**src/rtl/rr_decode_sched_pkg.sv**
```systemverilog
// Shared widths, FSM encoding and constants for the round-robin decode scheduler.
package rr_decode_sched_pkg;

    localparam int unsigned N_REQ  = 8;
    localparam int unsigned IDX_W  = 3;
    localparam int unsigned HOLD_W = 8;

    typedef enum logic [1:0] {
        IDLE  = 2'b00,
        GRANT = 2'b01,
        GAP   = 2'b10
    } state_e;

    localparam logic [N_REQ-1:0] DEC_ZERO = 8'b0;

endpackage

```
**src/rtl/rr_decode_sched_dec.sv**
```systemverilog
// Combinational 3-to-8 decoder with enable; output is one-hot or all zero.
module dec3to8_en
    import rr_decode_sched_pkg::*;
(
    input  logic [IDX_W-1:0] idx,
    input  logic             en,
    output logic [N_REQ-1:0] sel_c
);

    always_comb begin
        sel_c = DEC_ZERO;
        if (en) begin
            sel_c[idx] = 1'b1;
        end
    end

endmodule

```
**src/rtl/rr_decode_sched.sv**
```systemverilog
// Round-robin owner selection for one shared 8-way decoded resource, with
// bounded hold time and a one-cycle break-before-make gap between owners.
module rr_decode_sched
    import rr_decode_sched_pkg::*;
#(
    parameter int unsigned MAX_HOLD = 16
) (
    input  logic             clk,
    input  logic             rst_n,
    input  logic             en,
    input  logic [N_REQ-1:0] req,
    output logic [N_REQ-1:0] grant,
    output logic [IDX_W-1:0] grant_idx,
    output logic             busy,
    output logic             timeout
);

    localparam logic [HOLD_W-1:0] HOLD_LIMIT = HOLD_W'(MAX_HOLD);
    localparam logic [HOLD_W-1:0] HOLD_SAT   = '1;

    state_e              state_q;
    state_e              state_d;
    logic [IDX_W-1:0]    last_q;
    logic [IDX_W-1:0]    last_d;
    logic [HOLD_W-1:0]   hold_q;
    logic [HOLD_W-1:0]   hold_d;
    logic [HOLD_W-1:0]   hold_inc_c;
    logic [IDX_W-1:0]    idx_d;
    logic                timeout_d;
    logic [IDX_W-1:0]    cand_c;
    logic [IDX_W-1:0]    win_c;
    logic                win_vld_c;
    logic                grant_en_c;
    logic [N_REQ-1:0]    grant_d;

    // Rotating priority search starting just after the previous owner.
    always_comb begin
        win_c     = last_q;
        win_vld_c = 1'b0;
        cand_c    = last_q;
        for (int unsigned off = 1; off <= N_REQ; off++) begin
            cand_c = last_q + IDX_W'(off);
            if (!win_vld_c && req[cand_c]) begin
                win_c     = cand_c;
                win_vld_c = 1'b1;
            end
        end
    end

    assign hold_inc_c = (hold_q == HOLD_SAT) ? hold_q : hold_q + HOLD_W'(1);

    // Next state; exits from GRANT are prioritised: enable, then drop, then hold limit.
    always_comb begin
        state_d   = state_q;
        last_d    = last_q;
        hold_d    = hold_q;
        idx_d     = grant_idx;
        timeout_d = 1'b0;
        unique case (state_q)
            IDLE: begin
                if (en && win_vld_c) begin
                    state_d = GRANT;
                    idx_d   = win_c;
                    last_d  = win_c;
                    hold_d  = '0;
                end
            end
            GRANT: begin
                hold_d = hold_inc_c;
                if (!en) begin
                    state_d = IDLE;
                end else if (!req[grant_idx]) begin
                    state_d = GAP;
                end else if (hold_inc_c >= HOLD_LIMIT) begin
                    state_d   = GAP;
                    timeout_d = 1'b1;
                end
            end
            GAP: begin
                state_d = IDLE;
            end
            default: begin
                state_d = IDLE;
            end
        endcase
    end

    assign grant_en_c = (state_d == GRANT);

    dec3to8_en u_dec (
        .idx   (idx_d),
        .en    (grant_en_c),
        .sel_c (grant_d)
    );

    always_ff @(posedge clk or negedge rst_n) begin
        if (!rst_n) begin
            state_q   <= IDLE;
            last_q    <= IDX_W'(N_REQ - 1);
            hold_q    <= '0;
            grant_idx <= '0;
            grant     <= DEC_ZERO;
            busy      <= 1'b0;
            timeout   <= 1'b0;
        end else begin
            state_q   <= state_d;
            last_q    <= last_d;
            hold_q    <= hold_d;
            grant_idx <= idx_d;
            grant     <= grant_d;
            busy      <= grant_en_c;
            timeout   <= timeout_d;
        end
    end

endmodule

```
**config.mk**
```make
export PLATFORM = sky130hd
export DESIGN_NAME = rr_decode_sched
export DESIGN_NICKNAME = d
export VERILOG_FILES = /design/src/rtl/rr_decode_sched_pkg.sv /design/src/rtl/rr_decode_sched_dec.sv /design/src/rtl/rr_decode_sched.sv
export SDC_FILE = /design/constraint.sdc
export NUM_CORES = 1
export LEC_CHECK = 0
export CAP_MARGIN = 20
export CORE_MARGIN = 8
export CORE_UTILIZATION = 52
export DETAILED_ROUTE_END_ITERATION = 6
export PLACE_DENSITY = 0.77
export SETUP_SLACK_MARGIN = 0.3
export SKIP_LAST_GASP = 1
export SYNTH_ARGS = -nofsm -noshare
export SYNTH_HDL_FRONTEND = slang
export SYNTH_SLANG_ARGS = --single-unit
```
**constraint.sdc**
```tcl
create_clock -name clk -period 3.98 [get_ports clk]
set_input_delay 0.796 -clock clk [delete_from_list [all_inputs] [get_ports clk]]
set_output_delay 0.796 -clock clk [all_outputs]
set_load 0.01 [all_outputs]
```
# After elaboration in Yosys (flattened, before gate mapping)
# Index checks and enable logic that the tools add are counted.
[totals]
regBits = 26
input_bits = 11
out_inout_bits = 13
[classes]
add_sub_neg = 8
order_cmp = 12
eq_ne = 4
n_mux = 51
n_reduce_logical = 20
[op_table]
columns = ["cell", "n"]
rows = [
  ["3-bit by 4-bit < comparator with 1-bit output, second input constant", 10],
  ["3-bit 2-to-1 mux", 10],
  ["1-bit binary-select mux with 3-bit select", 9],
  ["8-bit 2-to-1 mux", 3],
  ["1-bit 2-to-1 mux", 22],
  ["8-bit one-hot mux with 2 select lines", 1],
  ["3-bit adder, second input constant", 4],
  ["1-bit logical AND", 9],
  ["8-bit by 1-bit adder with 8-bit output, second input constant", 1],
  ["8-bit == test, second input constant", 1],
  ["8-bit by 5-bit >= comparator with 1-bit output, second input constant", 1],
  ["2-bit 2-to-1 mux", 4],
  ["1-bit logical NOT", 7],
  ["3-bit by 2-bit adder with 3-bit output, second input constant", 2],
  ["2-bit by 1-bit == test with 1-bit output, second input constant", 2],
  ["2-bit one-hot mux with 2 select lines", 1],
  ["2-bit AND reduction", 2],
  ["3-bit by 1-bit adder with 3-bit output, second input constant", 1],
  ["1-bit demux with 3-bit select", 1],
  ["3-bit by 1-bit >= comparator with 1-bit output, second input constant", 1],
  ["2-bit logical NOT", 1],
  ["2-bit inequality test, second input constant", 1],
  ["2-bit nonzero test", 1],
]

# Logic depth before layout (Yosys ltp)
# Gate-level depths: netlist (run 1).
[logic_depth]
depth_word = 33
depth_mapped = 15
ltp_nobuf = 10

# Cells and area by module
# Synthesis (run 1) repeated with hierarchy kept, for this count alone.
[hier_totals]
hier_cells = 206
hier_area_um2 = 2129.5
[by_module_without_submodules]
columns = ["mod", "instances", "cells_per_inst", "area_each_um2", "seq_area_each_um2"]
rows = [
  ["rr_decode_sched", 1, 198, 2033.2, 654.4],
  ["dec3to8_en", 1, 8, 96.3, 0.0],
]

# Least setup slack after synthesis (run 1)
# OpenSTA, ideal clock, no wires.
[synth_timing]
kind = "register to register"
start = "reg last_q[0]"
end = "reg grant[6]"
setup_ns = 0.095
t_arrival_ns = 3.696
t_required_ns = 3.885
slack_ns = 0.189
path_stages_with_launch = 15
synth_period_minus_slack_ns = 3.791
cell_sequence = "dfstp_2 > buf_6 > buf_2 > buf_2 > inv_1 > ha_1 > buf_2 > buf_2 > mux4_2 > nor2_2 > and2_4 > nand4_2 > o21ai_2 > mux2i_2 > nor4b_2"
[synth_via]
elab_chain_cells = 33
[synth_lines]
columns = ["element", "line", "rtl"]
rows = [
  ["start, declared", "rr_decode_sched.sv:23", "logic [IDX_W-1:0] last_q;"],
  ["start signal, assigned", "rr_decode_sched.sv:99", "last_q <= IDX_W'(N_REQ - 1);"],
  ["start signal, assigned", "rr_decode_sched.sv:107", "last_q <= last_d;"],
  ["3-bit by 1-bit adder with 3-bit output", "rr_decode_sched.sv:42", "cand_c = last_q + IDX_W'(off);"],
  ["1-bit binary-select mux with 3-bit select", "rr_decode_sched.sv:43", "if (!win_vld_c && req[cand_c]) begin"],
  ["1-bit 2-to-1 mux (implied by the code)", "rr_decode_sched.sv:43", ""],
  ["1-bit 2-to-1 mux", "rr_decode_sched.sv:43", ""],
  ["1-bit logical NOT", "rr_decode_sched.sv:43", ""],
  ["1-bit logical AND", "rr_decode_sched.sv:43", ""],
  ["1-bit 2-to-1 mux", "rr_decode_sched.sv:43", ""],
  ["1-bit logical NOT", "rr_decode_sched.sv:43", ""],
  ["[18 not listed]", "n/a", ""],
  ["3-bit 2-to-1 mux", "rr_decode_sched.sv:61", "if (en && win_vld_c) begin"],
  ["3-bit 2-to-1 mux", "rr_decode_sched.sv:59", "unique case (state_q)"],
  ["3-bit by 4-bit < comparator with 1-bit output (implied by the code) or 3-bit by 1-bit >= comparator with 1-bit output (tied branches)", "rr_decode_sched_dec.sv:13", "sel_c[idx] = 1'b1;"],
  ["1-bit logical AND (implied by the code)", "rr_decode_sched_dec.sv:13", ""],
  ["1-bit 2-to-1 mux (implied by the code)", "rr_decode_sched_dec.sv:13", ""],
  ["1-bit demux with 3-bit select", "n/a", ""],
  ["8-bit 2-to-1 mux *", "rr_decode_sched_dec.sv:12", "if (en) begin"],
  ["via grant_d[6]", "rr_decode_sched.sv:34", "logic [N_REQ-1:0] grant_d;"],
  ["end signal, assigned", "rr_decode_sched.sv:110", "grant <= grant_d;"],
  ["end, declared", "rr_decode_sched.sv:12", "output logic [N_REQ-1:0] grant,"],
]
# The timed path passes the listed nets; every way through them passes the cells marked *. The select of a mux whose other input is x is not followed.
# A chain may end at the register's enable or synchronous reset.

# Final worst setup path (run 1)
[layout_timing]
start = "in req[6]"
end = "reg grant[5]"
[layout_via]
elab_chain_cells = 32
[layout_lines]
columns = ["element", "line", "rtl"]
rows = [
  ["start, declared", "rr_decode_sched.sv:11", "input logic [N_REQ-1:0] req,"],
  ["1-bit binary-select mux with 3-bit select", "rr_decode_sched.sv:43", ""],
  ["1-bit 2-to-1 mux (implied by the code)", "rr_decode_sched.sv:43", ""],
  ["1-bit 2-to-1 mux", "rr_decode_sched.sv:43", ""],
  ["1-bit logical NOT", "rr_decode_sched.sv:43", ""],
  ["1-bit logical AND", "rr_decode_sched.sv:43", ""],
  ["1-bit 2-to-1 mux", "rr_decode_sched.sv:43", ""],
  ["1-bit logical NOT", "rr_decode_sched.sv:43", ""],
  ["1-bit logical AND", "rr_decode_sched.sv:43", ""],
  ["[17 not listed]", "n/a", ""],
  ["3-bit 2-to-1 mux", "rr_decode_sched.sv:61", ""],
  ["3-bit 2-to-1 mux", "rr_decode_sched.sv:59", ""],
  ["3-bit by 4-bit < comparator with 1-bit output (implied by the code) or 3-bit by 1-bit >= comparator with 1-bit output (tied branches)", "rr_decode_sched_dec.sv:13", ""],
  ["1-bit logical AND (implied by the code)", "rr_decode_sched_dec.sv:13", ""],
  ["1-bit 2-to-1 mux (implied by the code)", "rr_decode_sched_dec.sv:13", ""],
  ["1-bit demux with 3-bit select", "n/a", ""],
  ["8-bit 2-to-1 mux *", "rr_decode_sched_dec.sv:12", ""],
  ["via grant_d[5]", "rr_decode_sched.sv:34", ""],
]
# Marks and branches as above.

==> metrics, run 1 <==
status finished, final reports clean; Yosys top cell by area dfrtp_1; vias in the first global route 1882; router iterations before antenna repair 4; Clock Tree Buf Depth 2; cell count after synthesis 229; Hold Vio Cnt, Final 0; Avg Vias per Cell 6.173; die footprint 0.006699 mm2; syn nets 243; synthesized area per cell 9.846 um2; synth top area cells dfrtp_1 26%, mux4_2 11%, mux2i_1 8.0%; area of the core 0.004264 mm2; nets@finish 269; initial antenna violation count 0; Area Growth Syn to Fin 17.98%; Vias 1889; reg-to-reg startpoint last_q[1]$_DFFE_PN1P_; WS Path Type input pin to register; Clock Latency Late Sink 0.27 ns; EDFF count, synth 0; post-DP HPWL 3958 um; largest net degree at the start of global routing 24; H-Tree Depth 1; share of the synthesized area in the top cell type 25.53%; crit start category input pin; die width 81.85 um; Die H 81.85 um; FF-to-FF path depth 10; Rel. slew slack 54.05%; num ports 24; Commonest cells post-synth 23 x dfrtp_1, 23 x nand2_1, 18 x mux2i_1, 14 x o21ai_0; root buffer cell clkbuf_8; CTS Hold Bufs 0; Final Max Slew Viols 0; RSZ-0062 raised after global routing false; WL final 5344 um; share of layout cells above drive strength 1 18.50%; std cell rows 24; Worst Hold Class register to register; FF+latch count, synth 26; Netlist Area Pre-Place 0.002255 mm2; Worst R2R End grant[5]$_DFF_PN0_; Final period util 86.47%; CP required 4.15 ns; total negative slack 0 ns; Leak 0.001125 uW; worst vdd ir 0.5089 mV; Residual DRC 0; Routed Antenna Nets 0; Max Cap Viol 0; register area share after synthesis 29.02%; flop2flop setup slack 0.56 ns; Power Density 933.4 mW/mm2; # setup viols final 0; Buffers on Ports 23; Worst-path clk slew 0.09 ns; asr flop ratio synth 100.0%; first-iteration detailed-routing DRC count 120; post-DR wirelength/cell 17.46 um; ANT cells 0; worst setup path startpoint req[6]; CP Max Fanout 8; gp weighted congestion 0.8929; hold_sp hold_q[2]$_DFFE_PN0P_; minimum clock period 3.442 ns; Min Hold Slack 0.5493 ns; Worst-Margin Slew 0.6870 ns; first-pass GRT wire length 9018 um; CP endpoint kind register; Worst Setup EP grant[5]$_DFF_PN0_; CTS buffer count 3; fmax 290.6 MHz; CP arrival 3.61 ns; Tot GR Track Use 16.91%; CTS tree yes; Worst Skew 0.008117 ns; count of cell types in the netlist 55; Initial Utilization 52.88%; total grt overflow 0; ys flop type dfrtp_1; yosys warns 0; Sink Count 26
## worst max-delay path, stage by stage
cell             delay [ns]
clkdlybuf4s50_1        0.64
mux2i_1                0.15
mux4_2                 0.54
mux2_4                 0.22
a311oi_1               0.04
a41o_1                 0.22
a221o_2                0.41
a32oi_4                0.33
nor4b_2                0.27
## where the power goes
| part | internal (uW) | switching, uW |
|---|---|---|
| Sequential | 355 | 101 |
| Clock | 135 | 81.1 |
| Combinational | 845 | 965 |
## per-stage QoR
stage                     power (uW)  std cells  worst slack [ns]  cell area, um2  utilization, %
after floorplan                 1853        229            0.3153            2273               -
final                           2483        306            0.5383            2660           62.38
after global placement          2177        298            0.3007            2531           59.36
after CTS                       2438        303            0.4267            2620           61.44
after global routing            2672        306            0.4112            2660           62.38
after detailed placement        2197        299            0.2511            2546           59.71
## worst min-delay path by stage
stage / end / slack [ns] / cells after the start
floorplan: busy$_DFF_PN0_ / 0.50 / 0
global placement: hold_q[2]$_DFFE_PN0P_ / 0.52 / 1
detailed placement: hold_q[2]$_DFFE_PN0P_ / 0.53 / 1
CTS: hold_q[2]$_DFFE_PN0P_ / 0.54 / 1
global route: hold_q[2]$_DFFE_PN0P_ / 0.58 / 1
finish: hold_q[2]$_DFFE_PN0P_ / 0.55 / 1
## layout make-up
class	count	area, um2
clock buffers	3	41.29
clock inverters	1	30.03
fillers	365	1604
inverters	10	37.54
multi-input cells	183	1534
flip-flops and latches	26	654.4
well taps	52	65.06
repair buffers	31	297.8
## sequential cells by signal (all words and copies together) (netlist names)
register,flops
busy,1
grant,8
grant_idx,3
hold_q,8
last_q,3
state_q,2
timeout,1
## cell usage in the layout (no fill, tap or decap), types with 2 or more instances in the layout
master,count
a22o_1,2
and2_4,2
inv_1,10
dfrtp_1,23
mux4_2,11
o21a_1,2
a21o_1,3
mux2_2,3
a21oi_1,11
nor4b_2,3
dfstp_2,3
nand2_1,23
ha_1,2
a311oi_1,3
nor2_1,12
nand3_1,8
buf_4,7
nor3_1,3
nand3b_1,2
mux2i_1,17
clkdlybuf4s50_1,23
and3_1,8
o21ai_0,14
and2_1,2
nand2b_1,5
a31oi_1,2
and4b_1,2
o211ai_1,6
xnor2_1,4
or3_1,2
o2111ai_1,2
clkbuf_8,3
nor2b_1,4
## kinds of logic after synthesis
kind of cell,count (synthesis),synth area share (%)
multiplexers,34,21.75
AO/OA/AOI/OAI,59,19.59
AND/OR/NAND/NOR,81,20.25
adder cells (fa/ha/maj),3,1.665
buffers and inverters,20,4.551
XOR/XNOR,6,3.163
flip-flops,26,29.02
## repair_timing
| action | 4_1_cts | 5_1_grt |
|---|---|---|
| pin swaps | 0 | 1 |
| endpoints found under the setup margin | 1 | 8 |
| setup buffers | 0 | 3 |
| gates resized for setup | 1 | 3 |
## metal layers
metal / vias to the layer above / GRT usage (%) / wire (um)
li1: 926 / - / -
met1: 918 / 22.83 / 2520
met2: 34 / 26.44 / 2541
met3: 11 / 2.298 / 160
met4: 0 / 7.193 / 121
met5: - / 0 / 0
No activity file was read; power rests on OpenSTA's default activity.
==> run 2, diff against run 1 <==
Settings changed: CAP_MARGIN 20 to 30, CELL_PAD_IN_SITES_DETAIL_PLACEMENT from default to 1, CELL_PAD_IN_SITES_GLOBAL_PLACEMENT from default to 2, CORE_UTILIZATION 52 to 33, GPL_ROUTABILITY_DRIVEN from default to 0, PLACE_DENSITY 0.77 to default, PLACE_DENSITY_LB_ADDON from default to 0.1.
==> run 2 against run 1 <==
Against the previous run: via count shrank 0.42%; register-to-register slack lost 0.05 ns; design area grew 1.3%; clock power grew 3%.
==> metrics, run 2 (same netlist as run 1, synthesis figures left out) <==
status finished, final reports clean; share of layout cells above drive strength 1 18.68% (+0.17 points); reg-to-reg startpoint last_q[1]$_DFFE_PN1P_; most frequent cells in the layout 23 x nand2_1, 23 x dfrtp_1, 23 x clkdlybuf4s50_1; CP endpoint kind register; clock network fraction of design power 8.7% (about the same); Worst-path clk slew 0.09 ns (about the same); vias in the first global route 1965 (+4.4%); Clock Latency Late Sink 0.27 ns (about the same); Final period util 87.67% (+1.2 points); busiest grt layer met2; CP Max Fanout 7 (-1); Vias 1881 (-0.42%); Avg Vias per Cell 5.582 (-9.6%); hold path depth 1 (unchanged); Largest regs grant (8), hold_q (8); Routed Antenna Nets 0 (unchanged); Buffers on Ports 23 (unchanged); Max Cap Viol 0 (unchanged); die width 98.66 um (+21%); FF-to-FF path depth 10 (unchanged); Comb pwr share 73.3% (+0.4 points); fmax 286.6 MHz (-1.4%); met1 GRT Util 17.86% (-5.0 points); # setup viols final 0 (unchanged); ANT cells 0 (unchanged); CP top delay family compound AO/OA/AOI/OAI gates; first-pass GRT wire length 10800 um (+20%); initial antenna violation count 0 (unchanged); CP arrival 3.67 ns (+0.06 ns); met3 usage 1.409% (-0.89 points); switching power 1214 uW (+5.8%); Sink Count 26 (unchanged); internal power 1361 uW (+1.9%); post-DR wirelength/cell 19.02 um (+8.9%); router iterations before antenna repair 4 (unchanged); CTS tree yes; Worst R2R End grant[5]$_DFF_PN0_; area of the core 0.006719 mm2 (+58%); Initial Utilization 33.56% (-19 points); flop2flop setup slack 0.51 ns (-0.05 ns); sequential share of power 18.0% (-0.4 points); std cell rows 30 (+25%); WP buf/inv 1 (unchanged); Leak 0.001139 uW (+1.2%); WL final 6409 um (+20%); Tot GR Track Use 13.47% (-3.4 points); Final Max Slew Viols 0 (unchanged); RSZ-0062 raised after global routing true; Rel. slew slack 67.44% (+13 points); largest net degree at the start of global routing 27 (+13%); Area Growth Syn to Fin 19.48%; Clock Tree Buf Depth 2 (unchanged); setup ws final 0.4907 ns (-0.04767 ns); WP depth 9 (unchanged); Crit-path slowest cell clkdlybuf4s50_1; minimum clock period 3.489 ns (+0.04767 ns); crit start category input pin; overall power 2575 uW (+3.7%); num ports 24 (unchanged); hold_sp hold_q[2]$_DFFE_PN0P_; Worst Skew 0.002608 ns (-0.005509 ns); grt met2 use 22.61% (-3.8 points); CP required 4.16 ns (about the same); Worst-Margin Slew 0.4849 ns (-0.2022 ns); Worst path max stage delay 0.65 ns (about the same); fin util 40.09% (-22 points); total negative slack 0 ns (unchanged); crit-path cells clkdlybuf4s50_1 > mux2i_1 > mux4_2 > mux2_4 > a311oi_1 > a41o_1 > a221o_2 > a32oi_4 > nor4b_2; first-iteration detailed-routing DRC count 42 (-65%); Residual DRC 0 (unchanged); CTS buffer count 3 (unchanged); CTS Hold Bufs 0 (unchanged); die footprint 0.009733 mm2 (+45%); Power Density 955.8 mW/mm2 (+2.4%); total grt overflow 0 (unchanged); Die H 98.66 um (+21%); WS Path Type input pin to register; nets@finish 272 (+1.1%); Hold EP hold_q[2]$_DFFE_PN0P_; Hold Vio Cnt, Final 0 (unchanged); pre-CTS WS 0.2164 ns (-0.03465 ns); Net Sw Frac 47.15% (+0.93 points); worst vdd ir 0.3215 mV (-37%); H-Tree Depth 1 (unchanged); Worst Hold Class register to register; post-DP HPWL 4830 um (+22%); root buffer cell clkbuf_8
-- run 2: worst max-delay path by stage --
stage,slack [ns],end,startpoint
final,0.49,grant[5]$_DFF_PN0_,req[7]
after global routing,0.30,grant[7]$_DFF_PN0_,last_q[1]$_DFFE_PN1P_
after CTS,0.48,grant[5]$_DFF_PN0_,last_q[1]$_DFFE_PN1P_
after detailed placement,0.22,grant[5]$_DFF_PN0_,req[4]
after global placement,0.26,grant[5]$_DFF_PN0_,req[6]
after floorplan,0.32,grant[2]$_DFF_PN0_,last_q[1]$_DFFE_PN1P_
-- run 2: power groups by stage --
stage / sequential (uW) / clock [uW] / combinational [uW]
2_1_floorplan: 442 / 0 / 1410
3_3_place_gp: 471 / 0 / 1850
3_5_place_dp: 472 / 0 / 1840
4_1_cts: 468 / 231 / 1850
5_1_grt: 482 / 241 / 2060
6_report: 464 / 223 / 1890
-- run 2: area by class of cell --
class / instances / area, um2
inverters: 10 / 37.54
fillers: 750 / 4025
clock buffers: 3 / 41.29
flip-flops and latches: 26 / 654.4
repair buffers: 34 / 312.8
well taps: 80 / 100.1
clock inverters: 1 / 30.03
multi-input cells: 183 / 1518
-- run 2: stage by stage --
step	instances	cell area [um2]	hold WS, ns
floorplan	229	2273	0.4975
global placement	330	2596	0.5423
detailed placement	330	2596	0.5388
CTS	334	2668	0.5564
global route	337	2694	0.6396
finish	337	2694	0.5522
-- run 2: layer usage --
| metal | vias up | wire length, um |
|---|---|---|
| li1 | 919 | - |
| met1 | 936 | 3162 |
| met2 | 20 | 3003 |
| met3 | 6 | 157 |
| met4 | 0 | 85 |
| met5 | - | 0 |
-- run 2: what timing repair did --
| action | CTS | global route |
|---|---|---|
| setup endpoints to repair | 0 | 2 |
| gates resized for setup | 0 | 1 |
| buffers inserted | 0 | 3 |
